$ cat config.mk
export PLATFORM = sky130hd
export DESIGN_NAME = hist_remap_pipeline
export DESIGN_NICKNAME = d
export VERILOG_FILES = /design/src/rtl/hist_remap_pipeline.sv
export SDC_FILE = /design/constraint.sdc
export NUM_CORES = 1
export LEC_CHECK = 0
export ABC_AREA = 0
export CORE_AREA = 3 3 370 262
export CTS_CLUSTER_DIAMETER = 100
export DETAILED_ROUTE_END_ITERATION = 10
export DIE_AREA = 0 0 373 265
export HOLD_SLACK_MARGIN = 0.08
export PLACE_DENSITY = 0.46
export SETUP_SLACK_MARGIN = 0.1
export SYNTH_ARGS = -nofsm -noshare
export SYNTH_HDL_FRONTEND = slang
export SYNTH_SLANG_ARGS = --single-unit
$ cat constraint.sdc
create_clock -name clock -period 20.1 [get_ports clock]
set_clock_uncertainty 0.05 [all_clocks]
set_input_delay 2.01 -clock clock [delete_from_list [all_inputs] [get_ports clock]]
set_output_delay 2.01 -clock clock [all_outputs]
set_load 0.01 [all_outputs]
$ cat src/rtl/hist_remap_pipeline.sv
// hist_remap_pipeline
//   Final histogram-equalizer stage. Phase A turns the 256 CDF entries held in the
//   scratchpad into an 8-bit remap table, written back to the scratchpad. Phase B
//   streams image words from m1 through that table and writes the equalized words
//   to m4, 16 pixels per 128-bit word.
//   Optional build macro HIST_REMAP_ROUND_EN: round-half-up instead of truncating
//   the map division. Cycle timing is the same either way.
module hist_remap_pipeline #(
    parameter int PIXEL_WORDS = 4,
    parameter int CDF_W       = 20
) (
    input  logic               clock,
    input  logic               rst_n,
    input  logic               start,
    input  logic [CDF_W-1:0]   cdf_min,
    input  logic               input_base_offset,
    output logic [15:0]        m1ReadAddr,
    input  logic [127:0]       m1ReadBus,
    output logic [15:0]        spReadAddr,
    input  logic [127:0]       spReadBus,
    output logic               spWE,
    output logic [15:0]        spWriteAddr,
    output logic [127:0]       spWriteBus,
    output logic               m4WE,
    output logic [15:0]        m4WriteAddr,
    output logic [127:0]       m4WriteBus,
    output logic               busy,
    output logic               done
);

    localparam int DEN_W  = CDF_W + 1;   // N - cdf_min
    localparam int NUM_W  = CDF_W + 8;   // (cdf - cdf_min) * 255
    localparam int REM_W  = DEN_W + 8;   // numerator incl. rounding bias, and den << 8
    localparam int WORD_W = (PIXEL_WORDS > 1) ? $clog2(PIXEL_WORDS) : 1;
    localparam logic [DEN_W-1:0]  N_PIX     = DEN_W'(PIXEL_WORDS * 16);
    localparam logic [WORD_W-1:0] LAST_WORD = WORD_W'(PIXEL_WORDS - 1);

    typedef enum logic [3:0] {
        S_IDLE, S_MAP_RD, S_MAP_WAIT, S_MAP_DIV, S_MAP_WR,
        S_IMG_RD, S_IMG_WAIT, S_IMG_LOOK, S_IMG_WR, S_DONE
    } state_t;

    state_t              state_q;
    logic [CDF_W-1:0]    cmin_q;
    logic [DEN_W-1:0]    den_q;
    logic                off_q;
    logic [7:0]          bin_q;
    logic [WORD_W-1:0]   word_q;
    logic [4:0]          pix_q;
    logic [2:0]          div_cnt_q;
    logic [REM_W-1:0]    rem_q;
    logic [REM_W-1:0]    dsh_q;
    logic [7:0]          quo_q;
    logic                zero_q;
    logic                ovf_q;
    logic [7:0]          map_q;
    logic [127:0]        img_q;
    logic [127:0]        out_q;

    logic [CDF_W-1:0]    cdf_rd;
    logic [CDF_W-1:0]    diff;
    logic [NUM_W-1:0]    num_d;
    logic [REM_W-1:0]    numr_d;
    logic                zero_d;
    logic                ovf_d;
    logic                div_ge;
    logic [REM_W-1:0]    rem_d;
    logic [7:0]          quo_d;
    logic [7:0]          pix_sel;
    logic [3:0]          lane_idx;
    logic                unused_bits;

    // Numerator / divide datapath shared by the map-building states
    assign cdf_rd = spReadBus[CDF_W-1:0];
    assign diff   = cdf_rd - cmin_q;
    assign num_d  = NUM_W'(diff) * NUM_W'(255);
`ifdef HIST_REMAP_ROUND_EN
    assign numr_d = REM_W'(num_d) + REM_W'(den_q >> 1);
`else
    assign numr_d = REM_W'(num_d);
`endif
    assign zero_d = (cdf_rd <= cmin_q) || (den_q == '0);
    // Quotient >= 256 cannot come out of an 8-step divide, so it is flagged up front
    assign ovf_d  = numr_d >= {den_q, 8'b0};
    assign div_ge = rem_q >= dsh_q;
    assign rem_d  = div_ge ? (rem_q - dsh_q) : rem_q;
    assign quo_d  = {quo_q[6:0], div_ge};

    // Pixel being looked up this cycle and the lane its result lands in one cycle later
    assign pix_sel  = img_q[{pix_q[3:0], 3'b000} +: 8];
    assign lane_idx = pix_q[3:0] - 4'd1;

    assign unused_bits = ^spReadBus[127:CDF_W];

    // Sequencer: map build over 256 bins, then remap of every image word
    always_ff @(posedge clock or negedge rst_n) begin
        if (!rst_n) begin
            state_q   <= S_IDLE;
            cmin_q    <= '0;
            den_q     <= '0;
            off_q     <= 1'b0;
            bin_q     <= '0;
            word_q    <= '0;
            pix_q     <= '0;
            div_cnt_q <= '0;
            rem_q     <= '0;
            dsh_q     <= '0;
            quo_q     <= '0;
            zero_q    <= 1'b0;
            ovf_q     <= 1'b0;
            map_q     <= '0;
            img_q     <= '0;
            out_q     <= '0;
        end else if (state_q != S_IDLE && !start) begin
            // Abort: nothing is resumed, the next start rebuilds the map from bin 0
            state_q   <= S_IDLE;
            bin_q     <= '0;
            word_q    <= '0;
            pix_q     <= '0;
            div_cnt_q <= '0;
        end else begin
            case (state_q)
                S_IDLE: begin
                    if (start) begin
                        cmin_q  <= cdf_min;
                        den_q   <= N_PIX - DEN_W'(cdf_min);
                        off_q   <= input_base_offset;
                        bin_q   <= '0;
                        word_q  <= '0;
                        state_q <= S_MAP_RD;
                    end
                end
                S_MAP_RD: state_q <= S_MAP_WAIT;
                S_MAP_WAIT: begin
                    rem_q     <= numr_d;
                    dsh_q     <= {1'b0, den_q, 7'b0};
                    quo_q     <= '0;
                    zero_q    <= zero_d;
                    ovf_q     <= ovf_d;
                    div_cnt_q <= '0;
                    state_q   <= S_MAP_DIV;
                end
                S_MAP_DIV: begin
                    rem_q     <= rem_d;
                    dsh_q     <= dsh_q >> 1;
                    quo_q     <= quo_d;
                    div_cnt_q <= div_cnt_q + 3'd1;
                    if (div_cnt_q == 3'd7) begin
                        map_q   <= zero_q ? 8'd0 : (ovf_q ? 8'd255 : quo_d);
                        state_q <= S_MAP_WR;
                    end
                end
                S_MAP_WR: begin
                    if (bin_q == 8'd255) begin
                        bin_q   <= '0;
                        state_q <= S_IMG_RD;
                    end else begin
                        bin_q   <= bin_q + 8'd1;
                        state_q <= S_MAP_RD;
                    end
                end
                S_IMG_RD: state_q <= S_IMG_WAIT;
                S_IMG_WAIT: begin
                    img_q   <= m1ReadBus;
                    out_q   <= '0;
                    pix_q   <= '0;
                    state_q <= S_IMG_LOOK;
                end
                S_IMG_LOOK: begin
                    if (pix_q != 5'd0) begin
                        out_q[{lane_idx, 3'b000} +: 8] <= spReadBus[7:0];
                    end
                    if (pix_q == 5'd16) begin
                        pix_q   <= '0;
                        state_q <= S_IMG_WR;
                    end else begin
                        pix_q <= pix_q + 5'd1;
                    end
                end
                S_IMG_WR: begin
                    if (word_q == LAST_WORD) begin
                        state_q <= S_DONE;
                    end else begin
                        word_q  <= word_q + WORD_W'(1);
                        state_q <= S_IMG_RD;
                    end
                end
                S_DONE:  state_q <= S_DONE;
                default: state_q <= S_IDLE;
            endcase
        end
    end

    // Memory-side buses are decoded from state and stay zero outside their own states
    always_comb begin
        m1ReadAddr  = '0;
        spReadAddr  = '0;
        spWE        = 1'b0;
        spWriteAddr = '0;
        spWriteBus  = '0;
        m4WE        = 1'b0;
        m4WriteAddr = '0;
        m4WriteBus  = '0;
        case (state_q)
            S_MAP_RD:   spReadAddr = {off_q, 7'b0, bin_q};
            S_MAP_WR: begin
                spWE        = 1'b1;
                spWriteAddr = {off_q, 6'b0, 1'b1, bin_q};
                spWriteBus  = {120'b0, map_q};
            end
            S_IMG_RD:   m1ReadAddr = 16'(word_q);
            S_IMG_LOOK: begin
                if (!pix_q[4]) spReadAddr = {off_q, 6'b0, 1'b1, pix_sel};
            end
            S_IMG_WR: begin
                m4WE        = 1'b1;
                m4WriteAddr = 16'(word_q);
                m4WriteBus  = out_q;
            end
            default: ;
        endcase
    end

    assign busy = (state_q != S_IDLE) && (state_q != S_DONE);
    assign done = (state_q == S_DONE);

endmodule

Word-level counts from Yosys, hierarchy flattened
Cells that the tools add are included.
Storage, ports and cells
  register bits: 395
  input bits: 280
  output and inout bits: 324
  word-level logic and storage cells: 115
Cells by class
  add/subtract/negate cells: 9
  multipliers: 1
  magnitude comparators: 3
  equal/unequal tests: 20
  shifts and indexed selects: 3
  multiplexer cells: 38
  bitwise gates (word level): 1
  reduce and logical (&&, ||, !) cells: 24
Operator list (number)
  2-to-1 mux 128 bit: 2
  one-hot mux 128 bit (2 select lines): 1
  bitwise mux 128 bit: 1
  variable shift 8 x 9 -> 128 bit (first input constant): 1
  variable part select 128 x 8 -> 8 bit: 1
  variable part select 8 x 9 -> 128 bit: 1
  one-hot mux 29 bit (2 select lines): 2
  2-to-1 mux 8 bit: 6
  one-hot mux 4 bit (10 select lines): 1
  2-to-1 mux 16 bit: 2
  one-hot mux 16 bit (2 select lines): 1
  >= comparator 28 x 29 -> 1 bit: 1
  >= comparator 29 bit: 1
  2-to-1 mux 29 bit: 1
  subtractor 29 bit: 1
  multiplier 20 x 8 -> 28 bit (second input constant): 1
  logical NOT 21 bit: 1
  subtractor 7 x 20 -> 21 bit (first input constant): 1
  less-or-equal comparator 20 bit: 1
  2-to-1 mux 4 bit: 5
  subtractor 20 bit: 1
  AND reduction 3 bit: 6
  == test 4 x 3 -> 1 bit (second input constant): 4
  one-hot mux 8 bit (2 select lines): 1
  34 further kinds: 55

Depth between registers and ports, before layout
Gate-level depths: netlist of the first run.
  depth after elaboration: 6
  gate-level depth with buffers: 37
  gate-level depth less buffers: 36

Least setup slack after synthesis of the first run
Ideal clock, no wire load.
  kind: input to register
  start: input port spReadBus[0]
  end: register ovf_q
  setup time: 69 ps
  data arrival time: 9505 ps
  required time: 19981 ps
  slack: 10476 ps
  cell stages on the path: 34
  cells stage by stage: clkbuf_1 > inv_1 > ha_1 > inv_1 > fa_1 > a21o_1 > a21oi_2 > o21ai_0 > o41ai_2 > o21ai_1 > o41ai_2 > o21bai_1 > a21o_1 > xor2_1 > fa_1 > fa_1 > fa_1 > inv_1 > fa_1 > inv_1 > ha_1 > a21oi_1 > o21ai_0 > or3_1 > o21ai_1 > a21o_1 > nand2_1 > xnor2_1 > ha_1 > and4b_1 > o221ai_1 > a2111oi_0 > o21ai_0 > nand3_1
On the way
  longest elaborated chain between the ends: 3
Ends and longest elaborated chain
  from (decl): RTL line 20  | input logic [127:0] spReadBus,
  subtractor 20 bit: RTL line 75  | assign diff = cdf_rd - cmin_q;
  multiplier 20 x 8 -> 28 bit: RTL line 76  | assign num_d = NUM_W'(diff) * NUM_W'(255);
  >= comparator 28 x 29 -> 1 bit: RTL line 84  | assign ovf_d = numr_d >= {den_q, 8'b0};
  to (signal assigned): RTL line 139  | ovf_q <= ovf_d;
  to (decl): RTL line 55  | logic ovf_q;
Every way passes these cells.
A chain may end at the register's enable or synchronous reset.

Worst setup path after layout of the first run
  start: input port spReadBus[2]
  end: register ovf_q
The elaborated chain is that of the path after synthesis.

==> reports/metrics.yaml, run 1 <==
cts_made_buffers: 43
clkTransAtPathRegs_ns: 0.06
wl_per_cell_microns: 20.3
synthFlopType: "dfrtp_1"
synth_cell_types: 81
syn_avg_cell_area_sq_um: 10.0
fmax_ghz: 0.0928
ys_warn_count: 0
start_kind: "input pin"
yosysTopAreaCell: "dfrtp_1"
relSlewSlack: 0.153
placed_area_sq_um: 30200
cts_hold_buf: 0
num_rows: 94
place_inst: 4101
die_w_microns: 373
rsz0062_at_grt: "false"
cts.sinks: 393
firstDrtPassIters: 7
postRouteAntennaNets: 0
syn2layout_area_growth_pct: 21.0
crit_path_top_delay_cell: "clkdlybuf4s50_1"
design_area_sq_um: 31700
required_ns: 20.57
whs_ns: 0.424
fill_cells: 9453
path_class: "in2reg"
syn_inst: 2608
cp.arrival_ns: 11.24
cts_resized: 0
setup_tns_ns: 0
synth_area_leaders: "dfrtp_1 (38%), ha_1 (6.4%), mux2_2 (6.4%)"
vias: 19700
finalWeightedCongestion: 0.844
finalSetupViolations: 0
grt_use_total: 0.169
grt_pass1_vias: 20200
worst_slew_pin_slew_ns: 1.27
drcViolationCount: 0
place_hpwl_mm: 65.0
worst_setup_path_end_kind: "flop"
fin_crit_ns: 10.77
core_area_sq_um: 93700
grt_max_degree: 162
cts_tree: "done"
synth_seq_cells: 393
syn_area_sq_um: 26200
cpMostUsedCell: "fa_1"
grt_antenna_before_repair: 6
globalRouteOverflowTotal: 0
clockRootBuffer: "clkbuf_16"
crit_fanout: 12
slew_viol_final: 0
grt_pass1_wl_mm: 129
hold_path_class: "reg2reg"
die_area_sq_um: 98800
synth_edf_count: 0
layout-drive-gt1-share: 0.110
drt-vias-per-instance: 4.71
pin_count: 604
hold_violations: 0
die_h_microns: 265
initial_core_util: 0.279
drt_iter0_markers: 1266
synth_top_area_share: 0.376
htreeDepth: 2
async_flop_share: 1.00
nets: 3395
clk_path_buf_depth: 3
layout.cells.non_filler: 4178
outcome: "finished, final reports clean"
fin_crit_sh: 0.536
cts_setup_buffers: 0
port_buffers: 335
cap_violations: 0
clk_latency_ns: 0.60
wirelength_mm: 84.8
cpPeakStageDelay_ns: 0.87
ys_seq_area_frac: 0.376
routing by layer:
layer / GRT usage / share of wire / vias to the layer above
met2: 0.242 / 0.42 / 505
li1: - / - / 9242
met4: 0.0302 / 0.012 / 0
met1: 0.260 / 0.51 / 9880
met5: 0 / 0 / -
met3: 0.0351 / 0.061 / 69
registers in the layout (all words and copies together) (netlist names), 5 cells and up:
name / flops
dsh_q: 28
out_q: 128
map_q: 8
quo_q: 7
bin_q: 8
rem_q: 29
cmin_q: 20
pix_q: 5
img_q: 128
den_q: 20
cells in the mapped netlist (all sizes together), types with 4 or more instances:
cell type and instances:
xnor2 52, buf 190, mux4 40, o211ai 7
a31oi 12, a21o 30, o21a 15, o31a 6
o21ai 174, nor2 117, nand2 229, or4 4
o41ai 6, nand3 32, o31ai 12, ha 134
inv 236, clkbuf 83, a21oi 99, and3 26
nand4 15, fa 83, nor4 11, o21bai 13
mux2 148, nor3 34, nor3b 4, a22o 57
a32o 34, o2bb2ai 16, xor2 47, nor2b 9
or3 8, a211oi 10, dfrtp 393, and2 139
a211o 4, o22ai 22, nand2b 14, mux2i 5
worst max-delay path: cells and delay by family:
kind                       cells  cell delay (ns)
xor gates and xnor gates       2             0.69
and+or+nand+nor                5             0.74
AOI/OAI and AO/OA             15             3.44
buffers and inverters          3             0.97
adders and majority gates      7             3.37
per-stage QoR:
step	utilization	worst slack, ns
global placement	0.323	8.99
floorplan	-	10.48
CTS	0.338	9.46
detailed placement	0.323	8.88
finish	0.338	9.33
global route	0.338	8.86
cells in the final DEF, fill, tap and decap left out, types with 13 or more instances in the layout:
cell / Yosys / routed
nor3_1: 31 / 29
nand3_1: 32 / 29
a22o_1: 57 / 57
a21o_1: 30 / 30
o22ai_1: 21 / 21
fa_1: 83 / 83
o21ai_0: 160 / 160
conb_1: 1 / 160
nand4_1: 15 / 15
buf_4: 164 / 23
inv_1: 236 / 236
clkdlybuf4s50_1: 0 / 334
mux2_2: 148 / 148
xnor2_1: 50 / 50
nand2b_1: 14 / 14
o21a_1: 15 / 15
dfrtp_1: 393 / 391
xor2_1: 44 / 44
a21oi_1: 94 / 94
and2_1: 139 / 139
mux4_2: 40 / 40
and3_1: 26 / 26
nand2_1: 228 / 228
o21bai_1: 13 / 13
nor2_1: 117 / 117
ha_1: 134 / 134
o2bb2ai_1: 16 / 16
clkbuf_16: 0 / 43
a32o_1: 34 / 34
path summary, 6_finish.rpt:
| path | start | end | slack [ns] | cells after the start |
|---|---|---|---|---|
| worst max-delay path | spReadBus[2] | ovf_q | 9.33 | 32 |
| worst min-delay path | out_q[34] | out_q[34] | 0.42 | 2 |
| worst max register to register | cmin_q[0] | ovf_q | 10.94 | 33 |
| worst min register to register | out_q[34] | out_q[34] | 0.42 | 2 |
| max in group asynchronous | rst_n | out_q[38] | 16.23 | 3 |
| min in group asynchronous | rst_n | cmin_q[10] | 1.34 | 1 |
layout make-up:
cell class / count / area [sq um] / share of cell area
multi-input cells: 1864 / 14400 / 0.455
flip-flops and latches: 393 / 9840 / 0.311
repair buffers: 359 / 3550 / 0.112
well taps: 1248 / 1560 / 0.0493
clock buffers: 63 / 1240 / 0.0392
inverters: 237 / 890 / 0.0281
clock inverters: 11 / 166 / 0.00526
diodes: 3 / 7.51 / 0.000237
kinds of logic (layout without fill, tap and decap cells):
family	Yosys count	in the layout	synth area share
DFF	393	393	0.376
buffers and inverters	510	670	0.0978
and+or+nand+nor	651	651	0.121
muxes	193	193	0.100
adders and majority gates	219	219	0.128
other	1	163	0.000143
AOI/OAI and AO/OA	542	542	0.142
xor gates and xnor gates	99	99	0.0346
Power of run 1 is left out: the tool's default activity adds up to more than one toggle a clock period on the data nets, which glitch-free logic cannot reach.
==> inputs of run 2 (changes only) <==
- clock period: 20.1 -> 11.2 ns (I/O delays scaled with it)
==> run 2 against run 1 <==
Compared with the run above: flip-flop and latch count did not move; clock-buffer cell count fell by 6; global-route usage barely moved; via count rose by 0.45%; critical path depth rose by 2; critical endpoint unchanged; largest cell class unchanged; cell area rose by 0.30%; final cell count rose by 0.12%; worst hold slack got worse by 0.0030 ns; sequential share of layout area fell by 0.094 points; setup slack got worse by 7.7 ns; die area did not move; critical path type unchanged; register-to-register slack got worse by 8.8 ns.
==> reports/metrics.yaml, run 2 (synthesized netlist as in run 1, its figures left out) <==
multi_input_area_sq_um: 14400
htreeDepth: 2
crit_path_top_delay_cell: "fa_1"
cts_resized: 0
pin_count: 604
wl_per_cell_microns: 20.4
grt_pass1_vias: 20000
syn2layout_area_growth_pct: 21.4
fmax_ghz: 0.105
start_kind: "input pin"
grt_pass1_wl_mm: 129
die_h_microns: 265
core_area_sq_um: 93700
finalSetupViolations: 0
vias: 19800
hold_violations: 0
reg_top3: "img_q x128, out_q x128, rem_q x29"
drcViolationCount: 0
die_area_sq_um: 98800
drt-vias-per-instance: 4.73
worst_setup_path_end_kind: "flop"
clk_path_buf_depth: 3
clockRootBuffer: "clkbuf_16"
fin_crit_ns: 9.54
final_cell_mix: "dfrtp_1 (391), clkdlybuf4s50_1 (334), inv_1 (236), nand2_1 (228)"
regArea_sq_um: 9840
slew_viol_final: 0
initial_core_util: 0.279
hold_path_class: "reg2reg"
globalRouteOverflowTotal: 0
outcome: "finished, final reports clean"
cpPeakStageDelay_ns: 0.59
die_w_microns: 373
crit_start: "spReadBus[0]"
path_class: "in2reg"
r2r_start: "cmin_q[0]"
rsz0062_at_grt: "false"
finalWeightedCongestion: 0.821
cts_made_buffers: 43
cap_violations: 0
grt_use_total: 0.169
cts_setup_buffers: 0
worstHoldStart: "out_q[71]"
setup_tns_ns: 0
relSlewSlack: 0.140
wirelength_mm: 85.4
required_ns: 11.65
cpMostUsedCell: "fa_1"
fill_cells: 9498
clk_latency_ns: 0.61
finalWorstSetupSlack_ns: 1.66
cts.sinks: 393
grt_max_degree: 150
port_buffers: 335
postRouteAntennaNets: 0
post-place-ws_ns: 1.07
grt_antenna_before_repair: 9
nets: 3397
layout-drive-gt1-share: 0.114
cts_hold_buf: 0
cp.arrival_ns: 9.99
cts_tree: "done"
crit_fanout: 4
drt_iter0_markers: 1208
final_common_cell: "dfrtp_1"
worst_slew_pin_slew_ns: 1.29
clkTransAtPathRegs_ns: 0.06
firstDrtPassIters: 5
num_rows: 94
fin_crit_sh: 0.852
place_hpwl_mm: 65.2
run 2: per-layer routing:
metal | global-route usage | part of all wire
met4 | 0.0348 | 0.016
met3 | 0.0422 | 0.067
met1 | 0.259 | 0.50
met5 | 0 | 0.00020
met2 | 0.238 | 0.41
run 2: final timing paths:
kind	slack (ns)	depth (start not counted)	end
max in group asynchronous	8.54	3	img_q[43]
max reg2reg	2.16	32	ovf_q
min	0.42	2	out_q[71]
min reg2reg	0.42	2	out_q[71]
min in group asynchronous	0.51	1	cmin_q[11]
max	1.66	34	ovf_q
run 2: cell type report:
class / count / share of cell area
Multi-Input combinational cell: 1864 / 0.454
Sequential cell: 393 / 0.310
Inverter: 237 / 0.0280
Clock buffer: 57 / 0.0387
Clock inverter: 20 / 0.00780
Antenna cell: 3 / 0.000236
Timing Repair Buffer: 361 / 0.113
Tap cell: 1248 / 0.0492
run 2: per-stage QoR:
stage,cells,utilization,instance area [sq um],hold slack (ns)
global route,4181,0.339,31800,0.449
detailed placement,4103,0.323,30300,0.411
global placement,4103,0.323,30300,0.406
CTS,4180,0.339,31800,0.427
floorplan,2767,-,26800,0.390
finish,4183,0.339,31800,0.421
run 2: critical path, delay by kind of cell:
family / cells / cell delay [ns]
buffers and inverters: 5 / 0.80
XOR/XNOR: 2 / 0.57
AO/OA/AOI/OAI: 15 / 3.36
AND/OR/NAND/NOR: 4 / 0.74
adder cells (fa/ha/maj): 8 / 3.40
Power of run 2 is left out for the same reason.
==> inputs of run 3 (changes only) <==
- ABC_CLOCK_PERIOD_IN_PS: default -> 9350
- clock period: 11.2 -> 9.35 ns (I/O delays scaled with it)
==> run 3 against run 2 <==
Compared with the run above: wire length increased by 0.16%; worst hold slack got worse by 0.067 ns; critical path depth increased by 1; cell area increased by 0.46%; core utilization increased by 0.15 points; global-route usage increased by 0.12 points; clock-buffer cell count increased by 1; first-iteration DRC count increased by 4.3%; non-clock buffer count increased by 24.
==> reports/metrics.yaml, run 3 (synthesized netlist as in run 1, its figures left out) <==
fin_crit_sh: 0.928
drcViolationCount: 0
hold_path_class: "in2async"
drt_iter0_markers: 1260
grt_pass1_wl_mm: 130
globalRouteOverflowTotal: 0
syn2layout_area_growth_pct: 22.0
clockRootBuffer: "clkbuf_16"
port_buffers: 335
nets: 3420
layout-drive-gt1-share: 0.119
pin_count: 604
start_kind: "input pin"
outcome: "finished, final reports clean"
clk_path_buf_depth: 3
cts_hold_buf: 0
clk_latency_ns: 0.60
cts_setup_buffers: 0
htreeDepth: 2
vias: 20000
crit_path_top_delay_cell: "fa_1"
die_h_microns: 265
fmax_ghz: 0.115
firstDrtPassIters: 5
required_ns: 9.83
cpMostUsedCell: "fa_1"
design_area_sq_um: 31900
reg2reg_depth: 33
core_area_sq_um: 93700
cap_violations: 0
slew_viol_final: 0
rsz0062_at_grt: "false"
cp.arrival_ns: 9.16
initial_core_util: 0.279
r2r_start: "cmin_q[0]"
finalWeightedCongestion: 0.837
setup_tns_ns: 0
placed_area_sq_um: 30400
die_w_microns: 373
num_rows: 94
grt_max_degree: 153
cts_resized: 0
cpPeakStageDelay_ns: 0.55
reg_top3: "img_q x128, out_q x128, rem_q x29"
final_cell_mix: "dfrtp_1 (391), clkdlybuf4s50_1 (334), inv_1 (236), nand2_1 (228)"
worst_setup_path_end_kind: "flop"
wirelength_mm: 85.5
place_hpwl_mm: 65.8
cts.sinks: 393
final_common_cell: "dfrtp_1"
path_class: "in2reg"
cts_made_buffers: 42
hold_violations: 0
relSlewSlack: 0.178
worstReg2RegEnd: "ovf_q"
die_area_sq_um: 98800
grt_use_total: 0.170
worst_slew_pin_slew_ns: 1.23
grt_antenna_before_repair: 6
postRouteAntennaNets: 0
fin_crit_ns: 8.68
drt-vias-per-instance: 4.75
cts_tree: "done"
finalSetupViolations: 0
crit_fanout: 4
grt_pass1_vias: 20100
wl_per_cell_microns: 20.3
clkTransAtPathRegs_ns: 0.07
ff2ff_setup_slack_ns: 1.22
run 3: cell type report:
type,count,area (sq um)
Fill cell,9413,61800
Clock buffer,58,1200
Tap cell,1248,1560
Clock inverter,17,253
Sequential cell,393,9840
Multi-Input combinational cell,1864,14400
Inverter,237,890
Antenna cell,3,7.51
Timing Repair Buffer,385,3750
run 3: worst max path at each step:
| stage | cells past startpoint | slack [ns] | end | from |
|---|---|---|---|---|
| after floorplan | 34 | 0.80 | ovf_q | spReadBus[0] |
| after global placement | 35 | 0.12 | ovf_q | spReadBus[0] |
| after detailed placement | 35 | 0.16 | ovf_q | spReadBus[0] |
| after CTS | 35 | 0.73 | ovf_q | spReadBus[0] |
| after global routing | 36 | 0.11 | ovf_q | spReadBus[0] |
| final | 35 | 0.67 | ovf_q | spReadBus[0] |
run 3: routing by layer:
metal  part of all wire  routed length [microns]  track usage
met5                  0                        0            0
met4              0.011                      913       0.0257
met3              0.061                     5230       0.0316
met2               0.42                    35900        0.243
met1               0.51                    43500        0.268
run 3: per-stage QoR:
stage	std cells	setup WS [ns]	hold WS, ns	util
after floorplan	2767	0.801	0.390	-
after global placement	4127	0.116	0.410	0.325
after detailed placement	4127	0.164	0.414	0.325
after CTS	4202	0.731	0.378	0.340
after global routing	4202	0.106	0.407	0.340
final	4205	0.672	0.354	0.340
run 3: critical path: cells and delay by family:
| family | cells | cell delay [ns] |
|---|---|---|
| xor gates and xnor gates | 2 | 0.38 |
| and+or+nand+nor | 4 | 0.75 |
| buffers and inverters | 6 | 0.89 |
| AOI/OAI and AO/OA | 15 | 2.83 |
| adders and majority gates | 8 | 3.37 |
Power of run 3 is left out for the same reason.
